`config.mk`:
```
export PLATFORM = sky130hd
export DESIGN_NAME = shifter_operand_sequencer
export DESIGN_NICKNAME = d
export VERILOG_FILES = /design/src/rtl/shifter_operand_sequencer.sv
export SDC_FILE = /design/constraint.sdc
export NUM_CORES = 1
export LEC_CHECK = 0
export CAP_MARGIN = 20
export CORE_UTILIZATION = 40
export DETAILED_ROUTE_END_ITERATION = 16
export GPL_TIMING_DRIVEN = 0
export PLACE_DENSITY = 0.84
export SETUP_SLACK_MARGIN = 0.5
export SYNTH_ARGS = -nofsm -noshare
export SYNTH_HDL_FRONTEND = slang
export SYNTH_SLANG_ARGS = --single-unit
```
`constraint.sdc`:
```
create_clock -name clk -period 6.02 [get_ports clk]
set_input_delay 0.903 -clock clk [delete_from_list [all_inputs] [get_ports clk]]
set_output_delay 0.903 -clock clk [all_outputs]
set_load 0.005 [all_outputs]
```
`src/rtl/shifter_operand_sequencer.sv`:
```
`default_nettype none
// ============================================================================
// Module      : shifter_operand_sequencer
// Description : Builds the ARM data-processing shifter_operand / carry-out by
//               sequencing Rm/Rs reads and driving an external barrel shifter.
// Revision    : 1.0 - initial release
// ============================================================================
module shifter_operand_sequencer #(
    parameter int RF_ADDR_W = 4
) (
    input  logic                 clk,
    input  logic                 rst_n,
    input  logic                 start,
    input  logic                 abort,
    input  logic                 in_i_bit,
    input  logic [11:0]          in_operand2,
    input  logic                 in_carry,
    output logic                 rf_en,
    output logic [RF_ADDR_W-1:0] rf_addr,
    input  logic [31:0]          rf_data,
    output logic [31:0]          bs_data,
    output logic [31:0]          bs_shift_value,
    output logic [2:0]           bs_op_select,
    output logic                 bs_carry,
    input  logic [31:0]          bs_result,
    input  logic                 bs_carry_out,
    output logic                 busy,
    output logic                 out_valid,
    input  logic                 out_ready,
    output logic [31:0]          out_operand,
    output logic                 out_carry
);

    typedef enum logic [2:0] {
        S_IDLE  = 3'd0,
        S_RD_RM = 3'd1,
        S_RD_RS = 3'd2,
        S_CAP   = 3'd3,
        S_EXEC  = 3'd4,
        S_OUT   = 3'd5
    } state_t;

    localparam logic [2:0] c_OP_LSL = 3'b000;
    localparam logic [2:0] c_OP_LSR = 3'b001;
    localparam logic [2:0] c_OP_ASR = 3'b010;
    localparam logic [2:0] c_OP_ROR = 3'b011;
    localparam logic [2:0] c_OP_RRX = 3'b100;

    state_t      r_state;
    state_t      w_next;
    logic        r_i_bit;
    logic [11:0] r_op2;
    logic        r_carry;
    logic [31:0] r_rm_q;
    logic [7:0]  r_rs_q;
    logic [31:0] r_out_operand;
    logic        r_out_carry;

    logic        w_reg_shift;
    logic [4:0]  w_shift_imm;
    logic [1:0]  w_shift_type;
    logic        w_accept;

    assign w_reg_shift  = r_op2[4];
    assign w_shift_imm  = r_op2[11:7];
    assign w_shift_type = r_op2[6:5];
    assign w_accept     = (r_state == S_IDLE) && start && !abort;

    always_ff @(posedge clk or negedge rst_n) begin
        if (!rst_n) begin
            r_state <= S_IDLE;
        end else begin
            r_state <= w_next;
        end
    end

    always_comb begin
        w_next = r_state;
        case (r_state)
            S_IDLE:  if (w_accept) w_next = in_i_bit ? S_EXEC : S_RD_RM;
            S_RD_RM: w_next = w_reg_shift ? S_RD_RS : S_CAP;
            S_RD_RS: w_next = S_CAP;
            S_CAP:   w_next = S_EXEC;
            S_EXEC:  w_next = S_OUT;
            S_OUT:   if (out_ready) w_next = S_IDLE;
            default: w_next = S_IDLE;
        endcase
        // Pipeline flush wins over every other transition, including out_ready
        if (abort) w_next = S_IDLE;
    end

    always_comb begin
        rf_en   = 1'b0;
        rf_addr = '0;
        case (r_state)
            S_RD_RM: begin
                rf_en   = 1'b1;
                rf_addr = RF_ADDR_W'(r_op2[3:0]);
            end
            S_RD_RS: begin
                rf_en   = 1'b1;
                rf_addr = RF_ADDR_W'(r_op2[11:8]);
            end
            default: ;
        endcase
    end

    always_comb begin
        bs_data        = '0;
        bs_shift_value = '0;
        bs_op_select   = c_OP_LSL;
        bs_carry       = 1'b0;
        if (r_state == S_EXEC) begin
            bs_carry = r_carry;
            if (r_i_bit) begin
                bs_data        = {24'b0, r_op2[7:0]};
                bs_op_select   = c_OP_ROR;
                bs_shift_value = {27'b0, r_op2[11:8], 1'b0};
            end else if (w_reg_shift) begin
                bs_data        = r_rm_q;
                bs_op_select   = {1'b0, w_shift_type};
                bs_shift_value = {24'b0, r_rs_q};
            end else begin
                bs_data = r_rm_q;
                // A zero immediate amount re-encodes LSR/ASR as 32 and ROR as RRX
                case (w_shift_type)
                    2'b00: begin
                        bs_op_select   = c_OP_LSL;
                        bs_shift_value = {27'b0, w_shift_imm};
                    end
                    2'b01: begin
                        bs_op_select   = c_OP_LSR;
                        bs_shift_value = (w_shift_imm == 5'd0) ? 32'd32 : {27'b0, w_shift_imm};
                    end
                    2'b10: begin
                        bs_op_select   = c_OP_ASR;
                        bs_shift_value = (w_shift_imm == 5'd0) ? 32'd32 : {27'b0, w_shift_imm};
                    end
                    default: begin
                        if (w_shift_imm == 5'd0) begin
                            bs_op_select   = c_OP_RRX;
                            bs_shift_value = 32'd1;
                        end else begin
                            bs_op_select   = c_OP_ROR;
                            bs_shift_value = {27'b0, w_shift_imm};
                        end
                    end
                endcase
            end
        end
    end

    always_ff @(posedge clk or negedge rst_n) begin
        if (!rst_n) begin
            r_i_bit       <= 1'b0;
            r_op2         <= '0;
            r_carry       <= 1'b0;
            r_rm_q        <= '0;
            r_rs_q        <= '0;
            r_out_operand <= '0;
            r_out_carry   <= 1'b0;
        end else begin
            if (w_accept) begin
                r_i_bit <= in_i_bit;
                r_op2   <= in_operand2;
                r_carry <= in_carry;
            end
            if (r_state == S_RD_RS) begin
                r_rm_q <= rf_data;
            end
            if (r_state == S_CAP) begin
                if (w_reg_shift) r_rs_q <= rf_data[7:0];
                else             r_rm_q <= rf_data;
            end
            if ((r_state == S_EXEC) && !abort) begin
                r_out_operand <= bs_result;
                r_out_carry   <= bs_carry_out;
            end
        end
    end

    assign busy        = (r_state != S_IDLE);
    assign out_valid   = (r_state == S_OUT);
    assign out_operand = r_out_operand;
    assign out_carry   = r_out_carry;

endmodule
`default_nettype wire

```
==> results of run 1 <==
==> where the power goes <==
part           total, uW  switching, uW  internal (uW)
combinational       1080            380            696
clock                506            207            299
sequential          1090            190            903
total               2680            778           1900
==> metal layers <==
metal	global-route usage, %	up-vias
met1	24.0	1595
met3	6.49	19
met4	9.33	0
met5	0	-
met2	34.6	138
li1	-	1520
==> registers in the layout, summed over array words and instances, names as in the netlist <==
name and cells:
r_carry 1, r_state 3, r_rs_q 8, out_carry 1, r_i_bit 1, r_op2 12
r_rm_q 32, out_operand 32
==> logic make-up after synthesis <==
family | share of synthesized area (%)
other | 0.0872
and+or+nand+nor | 10.6
AOI/OAI and AO/OA | 3.26
adders and majority gates | 1.16
muxes | 25.7
buffers and inverters | 6.75
DFF | 52.4
==> stage by stage <==
step / utilization, % / instance area [um2] / hold WS, ns / total power (uW) / setup slack, ns
global route: 62.8 / 6510 / 0.516 / 2840 / 2.15
global placement: 60.1 / 6230 / 0.479 / 2120 / 0.874
CTS: 62.8 / 6510 / 0.505 / 2700 / 2.32
detailed placement: 60.3 / 6250 / 0.485 / 2180 / 2.74
finish: 62.8 / 6510 / 0.500 / 2680 / 2.40
floorplan: - / 4390 / 0.470 / 1620 / 3.65
==> synth_stat cells, drive strengths merged <==
cell / number / area, um2
a21oi: 7 / 35.0
nand4: 1 / 6.26
buf: 34 / 253
conb: 1 / 3.75
and2: 25 / 156
a211o: 2 / 17.5
nand3: 4 / 20.0
o21bai: 2 / 15.0
a311oi: 1 / 8.76
a21boi: 1 / 7.51
nor3b: 3 / 27.5
dfrtp: 90 / 2250
clkbuf: 7 / 26.3
o21ai: 4 / 20.0
a31oi: 1 / 6.26
nand2b: 2 / 12.5
and2b: 1 / 7.51
nor2b: 5 / 31.3
nor2: 22 / 82.6
ha: 4 / 50.1
or3b: 2 / 17.5
or3: 2 / 17.5
inv: 3 / 11.3
mux2i: 9 / 90.1
nand2: 9 / 33.8
nor3: 3 / 15.0
and3: 2 / 12.5
and3b: 2 / 17.5
a22oi: 4 / 30.0
mux2: 87 / 1020
==> worst max-delay path, delay by kind of cell, from the launching register on <==
family                 cells  cell delay (ns)
and+or+nand+nor            3             0.98
buffers and inverters      3             1.01
DFF                        1             0.39
==> final cells by class <==
class | count | area [um2]
multi-input combinational | 229 | 1850
clock inverter | 4 | 97.6
buffer | 41 | 279
sequential | 90 | 2250
clock buffer | 12 | 155
fill | 835 | 3860
inverter | 3 | 11.3
timing repair buffer | 168 | 1700
tap | 136 | 170
==> worst paths after layout <==
kind | endpoint | start | depth (start not counted)
min in group asynchronous | out_operand[7] | rst_n | 1
max in group asynchronous | r_rm_q[9] | rst_n | 2
worst min-delay path | r_rm_q[9] | r_rm_q[9] | 1
worst min register to register | r_rm_q[9] | r_rm_q[9] | 1
worst max register to register | out_operand[18] | r_state[1] | 5
worst max-delay path | bs_data[20] | r_state[1] | 6
==> results by group, run 1 <==
Clocking
  – Clock transition at path regs: 0.08 ns
  – Post-CTS Setup Bufs: 0
  – Clock latency on the worst-skew pair: 0.36 ns
  – Sinks on Clock Net: 90
  – Clk root buf: clkbuf_8
  – H-tree lvl count: 3
  – Hold buffer count at CTS: 0
  – CTS tree: built
  – CTS Buf Count: 9
  – Maximum clock insertion buffer count: 2
  – PostCTS Resize Cnt: 0

Setup path
  – Arrival time at the worst endpoint: 2.71 ns
  – CP Class: flop to output port
  – CP max FO: 10
  – Critical Path RT: 5.12 ns
  – FF-to-FF setup slack: 3.76 ns
  – Critical Path Source Type: flop
  – Max stage delay cell, worst path: clkdlybuf4s50_1
  – CP Capture Type: output port
  – Max incr delay on CP: 0.52 ns
  – Worst-path cell chain: buf_6, or3b_1, nor2_1, clkbuf_1, and2_1, clkdlybuf4s50_1

Global routing
  – Largest net degree at the start of global routing: 54
  – First-pass GRT wire length: 17600 um
  – Number of global-route vias before repair: 3495
  – Grt total ovfl: 0
  – All-layer global routing usage: 20.6%
  – Initial antenna violation count: 0

Layout
  – Layout cells sized above 1: 24.9%
  – Most frequent cells in the layout: clkdlybuf4s50_1 (166), dfrtp_1 (90), mux2_2 (77)
  – Most common library cell in the layout ignoring fill and taps: clkdlybuf4s50_1
  – Nets: 630
  – Area grow syn2layout: 51.3%
  – N_diodes: 0
  – Non-filler cells in the finished layout: 683

Die
  – Die area: 11200 um2
  – Chip width: roughly 110 um
  – # IOs: 192
  – # rows: 37
  – Core area: 10400 um2
  – Chip height: 106 um
  – Starting Density: 41.5%

STA
  – Clk_skew: 0.00414 ns
  – Period minus WS final: roughly 3.6 ns
  – Unrepaired setup endpoints after global routing: false
  – Worst slew pin tran: 0.660 ns
  – # setup viols final: 0
  – Max-slew violations: 0
  – Setup TNS: 0 ns
  – Peak Freq: 0.276 GHz
  – Final Hold Fails: 0
  – Worst slew margin: between 50% and 60%
  – Final critical-path share of the clock period: 60.1%

Pwr
  – P per Cell Area: 411 nW/um2
  – Leak Pwr: 0.00283 uW
  – Worst VDD drop: 0.274 mV

Place
  – Buffers added on ports: 167
  – RD Place Congestion: 0.789
  – Half-perimeter wire length after placement: 8430 um
  – Placed insts: roughly 670

Route
  – Metal1 wirelength: between 4000 and 5000 um
  – WL final: 10900 um
  – Detailed Routing Iterations Pass 1: 4
  – DR top layer: met4
  – Routed Antenna Nets: 0
  – WL/cell: 16.0 um
  – Met3 Routed Length: around 900 um
  – Starting DRC count in detailed routing: approximately 110
  – DR vias: between 3k and 4k
  – DR vias/cell: 4.79
  – # DRC: 0
  – Met2 Routed Length: 5540 um

Run status
  – Status: completed

Logic synthesis
  – Post-Synthesis Cells: 340
  – Syn. warnings: 0
  – Register area share after synthesis: 52.4%
  – #FFs+latches synth: 90
  – Count of different cell masters after synthesis: 37
  – Post-Syn Area: 4300 um2
  – Avg Cell Area, Syn: 12.7 um2

Flow run
  – Max Cap Viol: 0

Worst hold path
  – Hold/Removal Path Class: flop to flop
Power figures use the tool's default switching activity.
==> run 2: changes to the inputs <==
--- a/config.mk
+++ b/config.mk
@@ -6,7 +6,7 @@
 export NUM_CORES = 1
 export LEC_CHECK = 0
 export CAP_MARGIN = 20
-export CORE_UTILIZATION = 40
+export CORE_UTILIZATION = 38
 export DETAILED_ROUTE_END_ITERATION = 16
 export GPL_TIMING_DRIVEN = 0
 export PLACE_DENSITY = 0.84
==> constraint.sdc (replaced) <==
create_clock -name clk -period 3.3 [get_ports clk]
set_input_delay 0.495 -clock clk [delete_from_list [all_inputs] [get_ports clk]]
set_output_delay 0.495 -clock clk [all_outputs]
set_load 0.005 [all_outputs]
==> results by group, run 2 (synthesis results as in run 1) <==
Pwr
  – Reg power frac: 39.5% (-1.4 points)
  – Leak Pwr: 0.00306 uW (+8.1%)
  – Clock power share: 18.5% (-0.4 points)
  – Psw: 1470 uW (+89%)
  – Worst VDD drop: 0.421 mV (+54%)
  – Cell internal pwr: 3570 uW (+88%)
  – Sw Ratio: 29.2% (+0.15 points)
  – P per Cell Area: 748 nW/um2 (+82%)
  – Combinational power share: 42.1% (+1.9 points)

Layout
  – Area grow syn2layout: 56.6%
  – Non-filler cells in the finished layout: 696 (+1.9%)
  – N_diodes: 0 (unchanged)
  – Nets: 640 (+1.6%)
  – Layout cells sized above 1: 28.8% (+3.9 points)
  – Most common library cell in the layout ignoring fill and taps: clkdlybuf4s50_1
  – Filler Cell Count: 884 (+5.9%)
  – Most frequent cells in the layout: clkdlybuf4s50_1 (158), dfrtp_1 (88), mux2_2 (77)

Setup path
  – Reg2Reg Depth: 5 (unchanged)
  – Arrival time at the worst endpoint: 2.26 ns (-0.45 ns)
  – CP max FO: 10 (unchanged)
  – FF-to-FF setup slack: 1.14 ns (-2.62 ns)
  – Critical Path Source Type: flop
  – Critical Path RT: 2.80 ns (-2.32 ns)
  – Worst r2r src: r_state[1]
  – CP Class: flop to output port
  – Worst R2R End: out_operand[4]
  – CP Capture Type: output port

Route
  – WL/cell: 15.8 um (-1.2%)
  – Starting DRC count in detailed routing: 98 (-13%)
  – DR vias/cell: 4.73 (-1.3%)
  – Routed Antenna Nets: 0 (unchanged)
  – DR vias: 3290 (+0.55%)
  – Detailed Routing Iterations Pass 1: 4 (unchanged)
  – WL final: 11000 um (+0.69%)
  – # DRC: 0 (unchanged)

Place
  – Placed insts: 671 (+0.60%)
  – RD Place Congestion: 0.791 (+0.22%)
  – Buffers added on ports: 167 (unchanged)
  – Half-perimeter wire length after placement: 8310 um (-1.4%)

Global routing
  – First-pass GRT wire length: 16700 um (-5.5%)
  – Grt total ovfl: 0 (unchanged)
  – Initial antenna violation count: 0 (unchanged)
  – Largest net degree at the start of global routing: 55 (+1.9%)
  – All-layer global routing usage: 18.9% (-1.7 points)
  – Number of global-route vias before repair: 3389 (-3.0%)

Worst hold path
  – Hold/Removal Path Class: primary input to async pin

Clocking
  – Clock latency on the worst-skew pair: 0.33 ns (-0.03 ns)
  – Clk root buf: clkbuf_16
  – Sinks on Clock Net: 90 (unchanged)
  – Hold buffer count at CTS: 0 (unchanged)
  – CTS tree: built
  – H-tree lvl count: 3 (unchanged)
  – CTS Buf Count: 9 (unchanged)
  – Clock transition at path regs: 0.06 ns (-0.02 ns)
  – Maximum clock insertion buffer count: 2 (unchanged)

Run status
  – Status: completed

Die
  – Chip height: 108 um (+2.5%)
  – Core area: 10900 um2 (+5.5%)
  – Die area: 11700 um2 (+5.2%)
  – # IOs: 192 (unchanged)
  – Chip width: 108 um (+2.5%)
  – Starting Density: 39.3% (-2.1 points)
  – # rows: 38 (+2.7%)

STA
  – Peak Freq: between 0.3 and 0.4 GHz
  – # setup viols final: 0 (unchanged)
  – Max-slew violations: 0 (unchanged)
  – Worst slew pin tran: 0.682 ns (+0.0221 ns)
  – Worst hold slack: 0.130 ns (-0.370 ns)
  – Final Hold Fails: 0 (unchanged)
  – Period minus WS final: 2.76 ns
  – Setup TNS: 0 ns (unchanged)
  – Unrepaired setup endpoints after global routing: true
  – Worst slew margin: 54.5% (-1.5 points)
  – Clk_skew: 0.00434 ns (+0.000195 ns)
  – Final critical-path share of the clock period: 83.6%

Flow run
  – Max Cap Viol: 0 (unchanged)
[run 2: power groups by stage]
stage,combinational [uW],sequential [uW],clock (uW)
2_1_floorplan,1040,1920,0
3_3_place_gp,1900,1970,0
3_5_place_dp,1960,2000,0
4_1_cts,2050,1980,964
5_1_grt,2290,2050,1010
6_report,2120,1990,931
[run 2: how the worst max path moves through the flow]
stage                           from     endpoint  cells after the start
after floorplan           r_state[1]  bs_data[11]                      5
after global placement         rst_n   r_rm_q[14]                      1
after detailed placement  r_state[1]  bs_data[20]                      6
after CTS                 r_state[1]  bs_data[11]                      6
after global routing      r_state[1]  bs_data[11]                      7
final                     r_state[1]  bs_data[27]                      7
[run 2: layer usage]
layer / global-route usage [%] / routed length [um]
met5: 0 / 0
met4: 7.14 / 113
met3: 7.72 / 996
met2: 31.3 / 5630
met1: 21.9 / 4280
[run 2: area by class of cell]
cell class / count / area [um2] / share of cell area, %
inverter: 3 / 11.3 / 0.167
clock buffer: 12 / 256 / 3.81
timing repair buffer: 178 / 1820 / 27.0
tap: 140 / 175 / 2.60
buffer: 41 / 305 / 4.53
clock inverter: 3 / 15.0 / 0.223
multi-input combinational: 229 / 1900 / 28.1
sequential: 90 / 2250 / 33.5
[run 2: worst max-delay path, cell delays in order, from the launching register on]
cell and delay [ns]:
dfrtp_1 0.37, buf_6 0.14, or3b_4 0.41, nor2_4 0.12, buf_12 0.14, clkbuf_16 0.13, and2_1 0.12, clkdlybuf4s50_1 0.51
[run 2: repair_timing]
action,in CTS,in global routing
buffers inserted,5,3
gates cloned,1,1
resized for setup,17,21
endpoints found under the setup margin,32,27
pin swaps,3,3
[run 2: stage by stage]
stage	instance area (um2)	power [uW]	setup slack (ns)	utilization (%)
2_1_floorplan	4390	2960	1.34	-
3_3_place_gp	6230	3870	-1.41	57.0
3_5_place_dp	6260	3960	0.469	57.2
4_1_cts	6620	4990	0.481	60.5
5_1_grt	6740	5340	0.475	61.6
6_report	6740	5040	0.541	61.6
